`config.mk`:
```
export PLATFORM = sky130hd
export DESIGN_NAME = button_encoder
export DESIGN_NICKNAME = d
export VERILOG_FILES = /design/src/rtl/button_encoder.sv
export SDC_FILE = /design/constraint.sdc
export NUM_CORES = 1
export LEC_CHECK = 0
export CORE_UTILIZATION = 45
export CTS_CLUSTER_DIAMETER = 150
export DETAILED_ROUTE_END_ITERATION = 10
export DONT_BUFFER_PORTS = 1
export GPL_TIMING_DRIVEN = 0
export PLACE_DENSITY = 0.57
export SYNTH_ARGS = -nofsm -noshare
export SYNTH_HDL_FRONTEND = slang
export SYNTH_SLANG_ARGS = --single-unit
```
`constraint.sdc`:
```
create_clock -name clk -period 1.9 [get_ports clk]
set_clock_uncertainty 0.1 [all_clocks]
set_input_delay 0.38 -clock clk [delete_from_list [all_inputs] [get_ports clk]]
set_output_delay 0.38 -clock clk [all_outputs]
set_load 0.05 [all_outputs]
```
`src/rtl/button_encoder.sv`:
```
// button_encoder: synchronized, debounced 4-button priority encoder with one-shot capture.
module button_encoder #(
    parameter int DEBOUNCE_CYCLES = 16
) (
    input  logic       clk,
    input  logic       rst,
    input  logic [3:0] btn,
    output logic [1:0] code,
    output logic       valid,
    output logic       held,
    output logic       multi
);
    localparam int CW = $clog2(DEBOUNCE_CYCLES + 1);
    localparam logic [CW-1:0] LAST = CW'(DEBOUNCE_CYCLES - 1);
    typedef enum logic {IDLE, PRESSED} state_t;
    state_t r_state;
    logic [3:0] r_s1, r_s2;
    logic [3:0] w_db;
    logic [1:0] w_code;
    logic       w_multi;
    always_ff @(posedge clk) begin
        if (rst) begin
            r_s1 <= '0;
            r_s2 <= '0;
        end else begin
            r_s1 <= btn;
            r_s2 <= r_s1;
        end
    end
    for (genvar i = 0; i < 4; i++) begin : g_db
        logic [CW-1:0] r_cnt;
        logic          r_st;
        always_ff @(posedge clk) begin
            if (rst) begin
                r_cnt <= '0;
                r_st  <= 1'b0;
            end else if (r_s2[i] == r_st) begin
                r_cnt <= '0;
            end else if (r_cnt == LAST) begin
                r_cnt <= '0;
                r_st  <= r_s2[i];
            end else begin
                r_cnt <= r_cnt + CW'(1);
            end
        end
        assign w_db[i] = r_st;
    end
    always_comb begin
        w_code  = w_db[3] ? 2'd3 : w_db[2] ? 2'd2 : w_db[1] ? 2'd1 : 2'd0;
        // more than one bit set iff clearing the lowest set bit leaves something
        w_multi = (w_db & (w_db - 4'd1)) != 4'd0;
    end
    always_ff @(posedge clk) begin
        if (rst) begin
            r_state <= IDLE;
            code    <= 2'd0;
            valid   <= 1'b0;
            held    <= 1'b0;
            multi   <= 1'b0;
        end else begin
            valid <= 1'b0;
            case (r_state)
                IDLE: if (w_db != 4'd0) begin
                    r_state <= PRESSED;
                    code    <= w_code;
                    multi   <= w_multi;
                    valid   <= 1'b1;
                    held    <= 1'b1;
                end
                PRESSED: if (w_db == 4'd0) begin
                    r_state <= IDLE;
                    held    <= 1'b0;
                end
                default: r_state <= IDLE;
            endcase
        end
    end
endmodule
```
==> flow_summary.toml, run 1 <==
[drt]
drt-initial-drc-count = 34
drt_antenna_net_count = 0
detailed_route_vias_per_instance = 4.90
route.detailed.drc = 2
route.final.wire_length_um = 1830
first_pass_iters = 7
routed-via-count = 867
wire_length_per_cell_um = 10.3

[global_route]
grt_pass1_wl_um = 3310
global_route.overflow_total = 0
gr-usage-all-layers = 0.135
grt_antenna_before_repair = 0
grt_start_max_net_pins = 11
number_of_global_route_vias_before_repair = 852

[sta]
max_freq_mhz = 587
maxSlewViolCount = 0
setup_total_negative_slack_ps = 0
postLayoutSetupSlackWorst_ps = 197
hold_violations = 0
endpoints_failing_setup = 0
unrepaired_setup_endpoints_after_global_routing = "no"
timing.max_slew.rel_slack = 0.659
layout_worst_path_cycle_share = 0.896
timing_worst_slew_pin_value_ps = 511
final.min_clock_period_ps = 1700

[worst_setup_path]
timing.critical_path.cells = "or4_4, ha_1, o32ai_1"
timing_worst_setup_path_type = "reg2reg"
crit_fanout = 7
timing.critical_path.slowest_stage_cell = "or4_4"
cp.buffers_inverters = 0
critPathLaunchType = "register"
arrival_ps = 1840
worst_path_largest_cell_delay_ps = 570
critical_path.top_delay_family = "simple AND/OR/NAND/NOR gates"
cp_data_required_time_ps = 2040
timing.critical_path.to_type = "register"

[cts]
post_cts_buffers = 0
cts_sinks = 38
clock_insertion_delay_worst_skew_ps = 320
post_cts_hold_buffer_count = 0
cts_tree = "yes"
clock_buffer_depth = 2
tritoncts.num_buffers = 5
worst_setup_hold_path_clk_slew_ps = 100
postCtsResizedCells = 0
cts_htree_levels = 2
cts_root_buffer = "clkbuf_4"

[power_and_ir_drop]
p_per_area_nw_per_um2 = 805
leakagePower_nw = 0.571
ir_worst_vdd_v = 0.000526

[finish]
fillers = 249
syn_to_final_growth_pct = 5.94
num_antenna_cells = 0
layout_cell_share_with_drive_strength_beyond_1 = 0.0685
nets = 162

[floorplan]
core_region_area_um2 = 2850
fp.dieH_um = 58.0
floorplan.initialDensity = 0.494
die_outline_width_um = 58.0
placement_rows = 19
fp.dieArea_um2 = 3360
floorplan.io_pins = 11

[run_status]
outcome = "finished with violations"
violations = "DRC"

[synthesis]
yosys_register_bits = 38
synth.lib_cells_used.distinct = 20
portion_of_synthesized_cell_area_occupied_by_the_leading_cell_type = 0.539
synth_cells = 139
synth.yosys.seq_area_share = 0.539
ys.warnings.count = 0
synth_top_cell_by_area = "dfxtp_1"
synth_nets = 155
synth_top_cells_by_area = "dfxtp_1, ha_1, nor2_1, xnor2_1, nor2b_1"
syn_area_per_cell_um2 = 10.1
post_synth_instance_area_um2 = 1410

[place]
gp_routability_congestion = 0.693
detailedPlacementHpwl_um = 1380
placement.io_buffers = 0
pre_cts_ws_ps = 215

[run]
reported_max_cap_violation_count = 0

[worst_hold_path]
worst_hold_path_type = "in2reg"
==> sequential cells by signal (all words and copies together), names as in the netlist <==
| register | count |
|---|---|
| held | 1 |
| valid | 1 |
| r_state | 1 |
| r_s1 | 4 |
| g_db.r_st | 4 |
| code | 2 |
| multi | 1 |
| g_db.r_cnt | 20 |
| r_s2 | 4 |
==> cell usage in the layout, fill, tap and decap left out, types with 2 or more instances in the layout <==
| cell | instances |
|---|---|
| a211oi_1 | 2 |
| a21oi_1 | 2 |
| and3_1 | 5 |
| clkbuf_1 | 3 |
| clkbuf_4 | 5 |
| dfxtp_1 | 38 |
| ha_1 | 10 |
| inv_1 | 12 |
| mux2i_1 | 4 |
| nand3_1 | 4 |
| nor2_1 | 32 |
| nor2b_1 | 8 |
| or3_4 | 3 |
| xnor2_1 | 8 |
| xor2_1 | 4 |
==> final timing paths <==
path,start,endpoint,slack (ps),cells after the start
max,g_db[3].r_st,multi,200,3
min,btn[3],r_s1[3],90,1
max reg2reg,g_db[3].r_st,multi,200,3
min reg2reg,r_s1[2],r_s2[2],340,1
==> synth_stat cells <==
cell type	instances
dfxtp_1	38
nor2_1	32
inv_1	12
ha_1	10
nor2b_1	8
xnor2_1	8
and3_1	5
mux2i_1	4
nand3_1	4
xor2_1	4
or3_4	3
a211oi_1	2
a21oi_1	2
buf_2	1
clkbuf_1	1
maj3_1	1
o311ai_0	1
o32ai_1	1
or3_1	1
or4_4	1
==> layer usage <==
layer | GRT usage | share of wire
met1 | 0.158 | 0.49
met2 | 0.209 | 0.45
met3 | 0.0536 | 0.042
met4 | 0.0782 | 0.017
met5 | 0 | 0
==> kinds of logic (layout without fill, tap and decap cells) <==
kind of cell,Yosys count,in the layout,synth area share
buffers and inverters,14,21,0.0381
and+or+nand+nor,54,54,0.193
AOI/OAI and AO/OA,6,6,0.0302
DFF,38,38,0.539
muxes,4,4,0.0284
xor gates and xnor gates,12,12,0.0745
adders and majority gates,11,11,0.0958
==> layout make-up <==
type,instances,area (µm²),area share
Inverter,12,45.0,0.0302
Buffer,2,8.76,0.00586
Multi-Input combinational cell,87,596,0.399
Tap cell,31,38.8,0.0260
Clock buffer,7,45.0,0.0302
Sequential cell,38,761,0.509
==> report_power, final <==
group          internal, mW  leakage (nW)  switching (mW)
registers             0.806         0.308         0.00454
clock network         0.140        0.0254           0.227
logic                0.0115         0.238          0.0134
total                 0.958         0.571           0.245
==> through the flow <==
step | utilization | power (mW) | std cells | area (µm²) | hold slack, ps
CTS | 0.524 | 1.22 | 177 | 1490 | 69.5
detailed placement | 0.508 | 0.855 | 170 | 1450 | 323
finish | 0.524 | 1.20 | 177 | 1490 | 86.8
global placement | 0.508 | 0.854 | 170 | 1450 | 320
floorplan | - | 0.850 | 139 | 1410 | 314
global route | 0.524 | 1.26 | 177 | 1490 | 61.4
(Power assumes the default switching activity.)
==> run 2, diff against run 1 <==
--- a/config.mk
+++ b/config.mk
@@ -5,12 +5,12 @@
 export SDC_FILE = /design/constraint.sdc
 export NUM_CORES = 1
 export LEC_CHECK = 0
-export CORE_UTILIZATION = 45
+export CORE_UTILIZATION = 50
 export CTS_CLUSTER_DIAMETER = 150
 export DETAILED_ROUTE_END_ITERATION = 10
 export DONT_BUFFER_PORTS = 1
 export GPL_TIMING_DRIVEN = 0
-export PLACE_DENSITY = 0.57
+export PLACE_DENSITY = 0.62
 export SYNTH_ARGS = -nofsm -noshare
 export SYNTH_HDL_FRONTEND = slang
 export SYNTH_SLANG_ARGS = --single-unit
==> constraint.sdc (replaced) <==
create_clock -name clk -period 1.75 [get_ports clk]
set_clock_uncertainty 0.1 [all_clocks]
set_input_delay 0.35 -clock clk [delete_from_list [all_inputs] [get_ports clk]]
set_output_delay 0.35 -clock clk [all_outputs]
set_load 0.05 [all_outputs]
==> flow_summary.toml, run 2 (synthesis results as in run 1) <==
[cts]
cts_tree = "yes"
worst_setup_hold_path_clk_slew_ps = 100
post_cts_buffers = 0
cts_htree_levels = 2
cts_root_buffer = "clkbuf_4"
clock_insertion_delay_worst_skew_ps = 330
tritoncts.num_buffers = 5
clock_buffer_depth = 2
cts_sinks = 38

[power_and_ir_drop]
leakagePower_nw = 0.576
p_total_mw = 1.31
p_per_area_nw_per_um2 = 862
ir_worst_vdd_v = 0.000631

[drt]
drt-initial-drc-count = 3
route.final.wire_length_um = 1830
route.detailed.drc = 0
routed-via-count = 875
drt_antenna_net_count = 0
first_pass_iters = 2
wire_length_per_cell_um = 10.4
detailed_route_vias_per_instance = 4.97

[place]
gp_routability_congestion = 0.721
placement.io_buffers = 0
detailedPlacementHpwl_um = 1380
post-place-cells = 169

[worst_setup_path]
r2r_cells = 5
timing.critical_path.to = "g_db[1].r_cnt[3]"
worst_setup_path_startpoint = "g_db[1].r_cnt[0]"
timing.critical_path.to_type = "register"
worst-r2r-setup-slack_ps = 110
timing_worst_setup_path_type = "reg2reg"
timing.rr.end = "g_db[1].r_cnt[3]"
cp_data_required_time_ps = 1910
critPathLaunchType = "register"
crit_fanout = 5
arrival_ps = 1810
crit-reg2reg-launch = "g_db[1].r_cnt[0]"

[run]
reported_max_cap_violation_count = 0

[global_route]
grt_pass1_wl_um = 2990
number_of_global_route_vias_before_repair = 801
gr-usage-all-layers = 0.146
grt_start_max_net_pins = 11
global_route.overflow_total = 0
grt_antenna_before_repair = 0

[floorplan]
floorplan.initialDensity = 0.549
core_region_area_um2 = 2570
die_outline_width_um = 55.1
placement_rows = 18
fp.dieH_um = 55.1
floorplan.io_pins = 11
fp.dieArea_um2 = 3040

[sta]
maxSlewViolCount = 0
timing.max_slew.rel_slack = 0.648
endpoints_failing_setup = 0
timing_worst_slew_pin_value_ps = 527
setup_total_negative_slack_ps = 0
unrepaired_setup_endpoints_after_global_routing = "no"
max_freq_mhz = 609
hold_violations = 0
layout_worst_path_cycle_share = 0.939
final.min_clock_period_ps = 1640

[finish]
num_antenna_cells = 0
final_cells = 176
final_common_cell = "dfxtp_1"
nets = 162
syn_to_final_growth_pct = 7.45
mostFrequentLayoutCells = "dfxtp_1, nor2_1, inv_1, ha_1"
largest_register_ffs = 20
layout_cell_share_with_drive_strength_beyond_1 = 0.0959
reg_with_most_ffs = "g_db.r_cnt"

[run_status]
outcome = "complete, no violations"

[worst_hold_path]
worst_hold_path_type = "in2reg"
-- run 2: worst max-delay path, stage by stage, from the launching register on --
cell and delay (ps):
dfxtp_1 330, ha_1 220, and3_1 180, ha_1 210, or3_4 420, nor2_1 120
-- run 2: worst min-delay path by stage --
stage          startpoint  cells past startpoint  endpoint
2_1_floorplan     r_s1[0]                      1   r_s2[0]
3_3_place_gp      r_s1[2]                      1   r_s2[2]
3_5_place_dp      r_s1[1]                      1   r_s2[1]
4_1_cts            btn[3]                      1   r_s1[3]
5_1_grt            btn[3]                      1   r_s1[3]
6_report           btn[0]                      1   r_s1[0]
-- run 2: power by group --
group / switching [mW] / internal, mW / leakage [nW]
Sequential: 0.00543 / 0.874 / 0.309
Combinational: 0.0139 / 0.0129 / 0.241
Clock: 0.249 / 0.152 / 0.0254
-- run 2: what timing repair did --
| item | 4_1_cts | 5_1_grt |
|---|---|---|
| endpoints found under the setup margin | 0 | 5 |
| hold buffers | 0 | 0 |
| resized for setup | 0 | 5 |
-- run 2: layout make-up --
type                            instances  area (µm²)
Inverter                               12        45.0
Buffer                                  2        8.76
Multi-Input combinational cell         87         613
Tap cell                               30        37.5
Sequential cell                        38         766
Fill cell                             235        1050
Clock buffer                            7        45.0
-- run 2: stage by stage --
stage                     cell area, µm²  hold slack (ps)   util  worst slack, ps
final                               1520             46.5  0.590              107
after global routing                1520             24.6  0.590             17.8
after CTS                           1490             30.1  0.581             29.1
after detailed placement            1450              320  0.564             49.0
after global placement              1450              321  0.564             94.0
after floorplan                     1410              314      -              167
-- run 2: routing by layer --
layer / wire (µm) / vias up / GRT usage
li1: - / 464 / -
met1: 803 / 390 / 0.134
met2: 872 / 13 / 0.253
met3: 84 / 8 / 0.0601
met4: 70 / 0 / 0.113
met5: 0 / - / 0
